### config.mk
export PLATFORM = sky130hd
export DESIGN_NAME = vote_result_reader
export DESIGN_NICKNAME = d
export VERILOG_FILES = /design/src/rtl/vote_result_reader.sv
export SDC_FILE = /design/constraint.sdc
export NUM_CORES = 1
export LEC_CHECK = 0
export ABC_CLOCK_PERIOD_IN_PS = 20800
export CORE_MARGIN = 3
export CORE_UTILIZATION = 28
export CTS_BUF_LIST = sky130_fd_sc_hd__clkbuf_4 sky130_fd_sc_hd__clkbuf_8
export CTS_CLUSTER_SIZE = 10
export DETAILED_ROUTE_END_ITERATION = 10
export GPL_TIMING_DRIVEN = 0
export PLACE_DENSITY = 0.56
export RECOVER_POWER = 25
export SLEW_MARGIN = 0
export SYNTH_ARGS = -nofsm -noshare
export SYNTH_HDL_FRONTEND = slang
export SYNTH_SLANG_ARGS = --single-unit
export TNS_END_PERCENT = 1
### constraint.sdc
create_clock -name clk -period 20.8 [get_ports clk]
set_clock_uncertainty 0.2 [all_clocks]
set_input_delay 2.08 -clock clk [delete_from_list [all_inputs] [get_ports clk]]
set_output_delay 2.08 -clock clk [all_outputs]
set_load 0.01 [all_outputs]
### src/rtl/vote_result_reader.sv
// ---------------------------------------------------------------------------
// vote_result_reader
//
// Purpose:
//    On a start request in result mode, freezes the four live candidate
//    tallies, works out the winner(s) in one cycle, then streams a 6-byte
//    frame to a ready/valid sink:
//       HDR, count1, count2, count3, count4, {tie, 3'b000, winner[3:0]}
//    When the last byte is accepted, done pulses for one cycle and the
//    result byte is latched onto led_result.
//
// Ports:
//    clk                        system clock, rising edge
//    reset                      synchronous, active-high
//    mode                       1 = result mode, 0 = voting mode
//    start                      request a readout (honoured only in IDLE)
//    vote_count_1..vote_count_4 live tallies
//    data_ready                 sink can take a byte this cycle
//    data_out                   current frame byte
//    data_valid                 data_out holds a valid byte
//    busy                       readout in progress
//    done                       one-cycle pulse at end of frame
//    led_result                 last completed result byte
// ---------------------------------------------------------------------------
module vote_result_reader #(
   parameter logic [7:0] HDR = 8'hA5
) (
   input  logic       clk,
   input  logic       reset,
   input  logic       mode,
   input  logic       start,
   input  logic [7:0] vote_count_1,
   input  logic [7:0] vote_count_2,
   input  logic [7:0] vote_count_3,
   input  logic [7:0] vote_count_4,
   input  logic       data_ready,
   output logic [7:0] data_out,
   output logic       data_valid,
   output logic       busy,
   output logic       done,
   output logic [7:0] led_result
);

   typedef enum logic [1:0] {
      IDLE    = 2'd0,
      COMPARE = 2'd1,
      SEND    = 2'd2,
      FINISH  = 2'd3
   } state_t;

   state_t     state;
   state_t     state_next;

   logic [7:0] snap_1;
   logic [7:0] snap_2;
   logic [7:0] snap_3;
   logic [7:0] snap_4;
   logic [3:0] winner;
   logic       tie;
   logic [2:0] idx;

   logic [7:0] max_c;
   logic [3:0] winner_c;
   logic       tie_c;
   logic [7:0] result_byte;
   logic [7:0] frame_byte;

   // Winner search over the frozen snapshots. The maximum only feeds the
   // winner mask inside the COMPARE cycle, so it is not kept as state.
   // A zero maximum means nobody has any votes: no winner and no tie.
   // Clearing the lowest set bit of the mask leaves something only when
   // two or more candidates share the maximum.
   always_comb begin
      max_c = snap_1;
      if (snap_2 > max_c) max_c = snap_2;
      if (snap_3 > max_c) max_c = snap_3;
      if (snap_4 > max_c) max_c = snap_4;
      winner_c = 4'b0000;
      if (max_c != 8'd0) begin
         winner_c[0] = (snap_1 == max_c);
         winner_c[1] = (snap_2 == max_c);
         winner_c[2] = (snap_3 == max_c);
         winner_c[3] = (snap_4 == max_c);
      end
      tie_c = ((winner_c & (winner_c - 4'd1)) != 4'b0000);
   end

   assign result_byte = {tie, 3'b000, winner};

   // Byte selected by the frame index; only meaningful in SEND.
   always_comb begin
      case (idx)
         3'd0:    frame_byte = HDR;
         3'd1:    frame_byte = snap_1;
         3'd2:    frame_byte = snap_2;
         3'd3:    frame_byte = snap_3;
         3'd4:    frame_byte = snap_4;
         3'd5:    frame_byte = result_byte;
         default: frame_byte = 8'h00;
      endcase
   end

   // Next-state and output decode. Dropping out of result mode while
   // comparing or sending abandons the frame straight back to IDLE, and
   // that check wins over a handshake in the same cycle.
   always_comb begin
      state_next = state;
      data_out   = 8'h00;
      data_valid = 1'b0;
      busy       = 1'b1;
      done       = 1'b0;
      case (state)
         IDLE: begin
            busy = 1'b0;
            if (start && mode) state_next = COMPARE;
         end
         COMPARE: begin
            if (!mode) state_next = IDLE;
            else       state_next = SEND;
         end
         SEND: begin
            data_valid = 1'b1;
            data_out   = frame_byte;
            if (!mode)                         state_next = IDLE;
            else if (data_ready && idx == 3'd5) state_next = FINISH;
         end
         FINISH: begin
            done       = 1'b1;
            state_next = IDLE;
         end
         default: state_next = IDLE;
      endcase
   end

   // State register plus datapath. Snapshots are taken only on the edge
   // that leaves IDLE, so tallies moving later cannot leak into the frame.
   // led_result is loaded on the edge that enters FINISH, so it already
   // shows the new result while done is high.
   always_ff @(posedge clk) begin
      if (reset) begin
         state      <= IDLE;
         snap_1     <= 8'h00;
         snap_2     <= 8'h00;
         snap_3     <= 8'h00;
         snap_4     <= 8'h00;
         winner     <= 4'b0000;
         tie        <= 1'b0;
         idx        <= 3'd0;
         led_result <= 8'h00;
      end else begin
         state <= state_next;
         case (state)
            IDLE: begin
               idx <= 3'd0;
               if (start && mode) begin
                  snap_1 <= vote_count_1;
                  snap_2 <= vote_count_2;
                  snap_3 <= vote_count_3;
                  snap_4 <= vote_count_4;
               end
            end
            COMPARE: begin
               winner <= winner_c;
               tie    <= tie_c;
               idx    <= 3'd0;
            end
            SEND: begin
               if (mode && data_ready) begin
                  idx <= idx + 3'd1;
                  if (idx == 3'd5) led_result <= result_byte;
               end
            end
            default: ;
         endcase
      end
   end

endmodule

==> impl_metrics.tcl, run 1 <==
set metrics [dict create \
    outcome "finished, final reports clean" \
    drcViolationCount 0 \
    post_cts_resized 0 \
    dominantRegCellSynth "dfxtp_1" \
    min_path_cells 2 \
    cp.arrival_ns 8.61 \
    yosys-top-cells-count "nand2_1 (91), a21oi_1 (58), dfxtp_1 (47)" \
    synth_area_leaders "dfxtp_1 (22%), ha_1 (8.3%), nand2_1 (8.1%)" \
    worst_r2r_endpoint "tie" \
    clk_pin_slew_ns 0.09 \
    hold_start "snap_1[6]" \
    synth_top_area_share_pct 22.3 \
    num_antenna_cells 0 \
    placed_cells 815 \
    period_needed_ns 8.58 \
    drive_above_1_share_pct 6.42 \
    netlist_area_mm2 0.00421 \
    initial_utilization_pct 28.8 \
    cp_max_fo 10 \
    pin_count 56 \
    critPathCaptureType "flip-flop" \
    wl_per_cell_um 18.5 \
    grt_max_degree 15 \
    wl_mm 15.3 \
    htreeDepth 2 \
    synth_most_common_cell "nand2_1" \
    vias 4559 \
    antenna_left 0 \
    start_kind "flip-flop" \
    timing_hold_violations_final 0 \
    critPathMaxStageDelay_ns 0.63 \
    synth_top_cell_by_area "dfxtp_1" \
    tightest_slew_ns 1.03 \
    clk_path_buf_depth 2 \
    synth_warnings 0 \
    max_slew_margin_pct 29.5 \
    cp_slowest_cell "o21ai_0" \
    ff2ff_setup_slack_ns 12.22 \
    setup_viol 0 \
    grt_pass1_wl_mm 24.2 \
    required_ns 20.83 \
    die_h_um 129 \
    first_iter_violations 396 \
    fmax_ghz 0.117 \
    grt_pass1_vias 4561 \
    io_buffer_count 52 \
    hold_path.class "reg2reg" \
    async_flop_share_pct 0 \
    antenna_found_initial 0 \
    dpl.hpwl_mm 11.7 \
    ys_seq_elements 47 \
    synth_edf_count 0 \
    p_leak_nw 1.90 \
    synthDistinctLibCells 77 \
    syn_to_final_growth_pct 20.8 \
    finalSetupTns_ns 0 \
    grt_remaining_overflow 0 \
    hold_slack_ns 0.296 \
    gp_congestion 0.919 \
    slew_viol_final 0 \
    fin_cells 823 \
    worstSetupPathType "reg2reg" \
    drt_first_pass_iters 6 \
    rr_startpoint "snap_2[1]" \
    cts.sinks 47 \
    numCtsBuffers 5 \
    avgSynthCellArea_um2 7.30 \
    fin_nets 703 \
    yosysSeqAreaShare_pct 22.3 \
    core-area_mm2 0.0146 \
    netlist_instances 577 \
    pwr_density_cell_mw_per_mm2 87.9 \
    holdPathEnd "snap_1[6]" \
    ir_worst_vdd_uv 37.6 \
    cts-root-buf "clkbuf_8" \
    period_share_pct 41.2 \
    viasPerCell 5.54 \
    postCtsSetupBuffers 0 \
    hold_buffers 0 \
    grt_usage_pct 18.4 \
    max-cap-violations 0 \
    die_w_um 129 \
    rows 44 \
    die_area_mm2 0.0165 \
    rr_worst_depth 30 \
    clock_latency_ns 0.31 \
    cts_tree "built" \
    rsz0062_at_grt "false" \
]
## cells by family after synthesis
logic type / Yosys count / synth area share (%)
and+or+nand+nor: 232 / 27.2
AOI/OAI and AO/OA: 158 / 26.1
buffers and inverters: 71 / 7.19
DFF: 47 / 22.3
adders and majority gates: 29 / 8.56
xor gates and xnor gates: 28 / 5.82
muxes: 11 / 2.64
other: 1 / 0.0891
## metal layers
| metal | global-route usage [%] | vias up | routed length, um |
|---|---|---|---|
| met5 | 0 | - | 0 |
| met4 | 7.10 | 0 | 470 |
| met3 | 3.03 | 31 | 922 |
| met2 | 31.5 | 158 | 7350 |
| met1 | 23.3 | 2178 | 6520 |
| li1 | - | 2192 | - |
## power by group
part           internal [mW]  total (mW)  switching [mW]
logic                  0.106       0.275           0.169
registers             0.0941       0.100         0.00608
clock network         0.0389      0.0714          0.0325
## registers in the layout, indices dropped and copies added (netlist names)
name and flops:
snap_1 8, snap_2 8, snap_3 8, snap_4 8
led_result 5, winner 4, idx 3, state 2
tie 1
## final cells by class
| cell class | count | area [um2] |
|---|---|---|
| multi-input cells | 461 | 2970 |
| clock buffers | 6 | 82.6 |
| repair buffers | 52 | 520 |
| well taps | 184 | 230 |
| inverters | 24 | 90.1 |
| plain buffers | 47 | 213 |
| clock inverters | 2 | 35.0 |
| flip-flops and latches | 47 | 941 |
| fillers | 1616 | 9560 |
## placed cells by master (no fill, tap or decap), types with 11 or more instances in the layout
cell type,Yosys,final
and2_1,11,11
ha_1,28,28
nor2_1,37,37
clkbuf_1,36,36
inv_1,24,24
a21oi_1,58,58
dfxtp_1,47,47
o21ai_0,17,17
nor3_1,14,14
xnor2_1,18,18
clkdlybuf4s50_1,0,45
nand2_1,91,91
nand3_1,18,18
## worst max-delay path: cells and delay by family, from the launching register on
family,cells,cell delay (ns)
compound gates,15,3.80
fa+ha+maj,3,0.90
mux,1,0.38
buf+inv,2,0.66
simple gates,9,1.93
flops,1,0.60
## worst max-delay path by stage
| stage | from | to | slack, ns | depth (start not counted) |
|---|---|---|---|---|
| 2_1_floorplan | snap_1[1] | tie | 14.01 | 29 |
| 3_3_place_gp | snap_2[1] | tie | 12.37 | 30 |
| 3_5_place_dp | snap_2[1] | tie | 12.30 | 30 |
| 4_1_cts | snap_2[1] | tie | 12.23 | 30 |
| 5_1_grt | snap_2[1] | tie | 11.71 | 30 |
| 6_report | snap_2[1] | tie | 12.22 | 30 |
## per-stage QoR
stage / cell area [um2] / utilization [%] / power [mW] / worst slack [ns]
final: 5090 / 34.7 / 0.447 / 12.22
after global routing: 5090 / 34.7 / 0.474 / 11.71
after CTS: 5090 / 34.7 / 0.441 / 12.23
after detailed placement: 4970 / 33.9 / 0.367 / 12.30
after global placement: 4970 / 33.9 / 0.365 / 12.37
after floorplan: 4220 / - / 0.296 / 14.01
No activity file was read; power rests on OpenSTA's default activity.
==> run 2: changes to the inputs <==
--- a/config.mk
+++ b/config.mk
@@ -5,14 +5,14 @@
 export SDC_FILE = /design/constraint.sdc
 export NUM_CORES = 1
 export LEC_CHECK = 0
-export ABC_CLOCK_PERIOD_IN_PS = 20800
+export ABC_CLOCK_PERIOD_IN_PS = 7700
 export CORE_MARGIN = 3
 export CORE_UTILIZATION = 28
 export CTS_BUF_LIST = sky130_fd_sc_hd__clkbuf_4 sky130_fd_sc_hd__clkbuf_8
 export CTS_CLUSTER_SIZE = 10
 export DETAILED_ROUTE_END_ITERATION = 10
 export GPL_TIMING_DRIVEN = 0
-export PLACE_DENSITY = 0.56
+export PLACE_DENSITY = 0.58
 export RECOVER_POWER = 25
 export SLEW_MARGIN = 0
 export SYNTH_ARGS = -nofsm -noshare
==> constraint.sdc (replaced) <==
create_clock -name clk -period 7.7 [get_ports clk]
set_clock_uncertainty 0.2 [all_clocks]
set_input_delay 0.77 -clock clk [delete_from_list [all_inputs] [get_ports clk]]
set_output_delay 0.77 -clock clk [all_outputs]
set_load 0.01 [all_outputs]
==> impl_metrics.tcl, run 2 (same netlist as run 1, synthesis figures left out) <==
set metrics [dict create \
    outcome "finished, final reports clean" \
    die_h_um 129 \
    critPathMaxStageDelay_ns 0.55 \
    die_w_um 129 \
    viasPerCell 5.52 \
    worstSetupPathType "reg2reg" \
    ir_worst_vdd_uv 110 \
    clock_latency_ns 0.32 \
    vias 4593 \
    antenna_left 0 \
    setup_viol 0 \
    cp_slowest_cell "or4b_1" \
    io_buffer_count 52 \
    cts_tree "built" \
    die_area_mm2 0.0165 \
    clk_pin_slew_ns 0.09 \
    fin_nets 712 \
    initial_utilization_pct 28.8 \
    rows 44 \
    hold_buffers 0 \
    numCtsBuffers 5 \
    htreeDepth 2 \
    timing_hold_violations_final 0 \
    cts.sinks 47 \
    fin_area_mm2 0.00525 \
    critPathCaptureType "flip-flop" \
    place_area_mm2 0.00497 \
    grtUsageMet1_pct 22.5 \
    syn_to_final_growth_pct 24.6 \
    slew_viol_final 0 \
    core-area_mm2 0.0146 \
    pwr_density_cell_mw_per_mm2 239 \
    cp_max_fo 10 \
    gr-max-usage-layer "met2" \
    gp_congestion 0.921 \
    gr-usage-met2_pct 31.0 \
    drcViolationCount 0 \
    fmax_ghz 0.134 \
    max_slew_margin_pct 47.2 \
    drt_first_pass_iters 5 \
    drive_above_1_share_pct 10.6 \
    cts-root-buf "clkbuf_8" \
    antenna_found_initial 0 \
    pin_count 56 \
    cp.arrival_ns 7.52 \
    grt_max_degree 15 \
    dpl.hpwl_mm 11.6 \
    start_kind "flip-flop" \
    period_share_pct 97.1 \
    num_antenna_cells 0 \
    grt_remaining_overflow 0 \
    period_needed_ns 7.48 \
    required_ns 7.74 \
    wl_per_cell_um 18.4 \
    grt_pass1_vias 4488 \
    grt_pass1_wl_mm 23.8 \
    finalSetupTns_ns 0 \
    grt_use_met3_pct 3.07 \
    p_leak_nw 1.96 \
    first_iter_violations 297 \
    rsz0062_at_grt "false" \
    layout_setup_ws_ns 0.220 \
    most-common-layout-cells "nand2_1 (91), a21oi_1 (57), clkdlybuf4s50_1 (45), dfxtp_1 (41), nor2_1 (37)" \
    wl_mm 15.3 \
    grt_usage_pct 18.2 \
    hold_path.class "reg2reg" \
    final_common_cell "nand2_1" \
    max-cap-violations 0 \
    pre_cts_slack_ns -0.716 \
    clk_path_buf_depth 2 \
    tightest_slew_ns 0.782 \
]
==> run 2: final timing paths <==
kind | cells after the start | to | start | slack [ns]
setup reg to reg | 30 | tie | snap_1[3] | 0.22
setup / recovery | 30 | tie | snap_1[3] | 0.22
hold / removal | 2 | snap_1[6] | snap_1[6] | 0.29
hold reg to reg | 2 | snap_1[6] | snap_1[6] | 0.29
==> run 2: critical path, delay by kind of cell, from the launching register on <==
kind | cells | cell delay [ns]
AOI/OAI and AO/OA | 13 | 2.98
adders and majority gates | 3 | 0.87
buffers and inverters | 4 | 0.64
DFF | 1 | 0.38
muxes | 1 | 0.29
and+or+nand+nor | 9 | 2.02
==> run 2: timing repair <==
action	in CTS	in global routing
resized for setup	15	16
endpoints found under the setup margin	5	4
pin swaps	1	8
buffers inserted	0	9
==> run 2: power breakdown <==
part / total (mW) / switching (mW) / internal (mW)
combinational: 0.792 / 0.471 / 0.321
sequential: 0.271 / 0.0168 / 0.254
clock: 0.194 / 0.0886 / 0.105
total: 1.26 / 0.576 / 0.680
==> run 2: area by class of cell <==
cell class / count / area (um2)
Buffer: 47 / 220
Timing Repair Buffer: 61 / 588
Clock inverter: 2 / 35.0
Clock buffer: 6 / 82.6
Inverter: 24 / 90.1
Tap cell: 184 / 230
Sequential cell: 47 / 953
Multi-Input combinational cell: 461 / 3050
Fill cell: 1602 / 9400
==> run 2: stage by stage <==
stage	power (mW)	util (%)	hold WS, ns	std cells
CTS	1.20	35.1	0.289	823
global route	1.33	35.8	0.317	832
floorplan	0.798	-	0.250	579
finish	1.26	35.8	0.290	832
detailed placement	0.991	33.9	0.276	815
global placement	0.993	33.9	0.271	815
==> run 2: metal layers <==
metal | up-vias | part of all wire [%]
met5 | - | 0
met4 | 0 | 3.3
met3 | 27 | 6.8
met2 | 177 | 47
met1 | 2182 | 43
li1 | 2207 | -
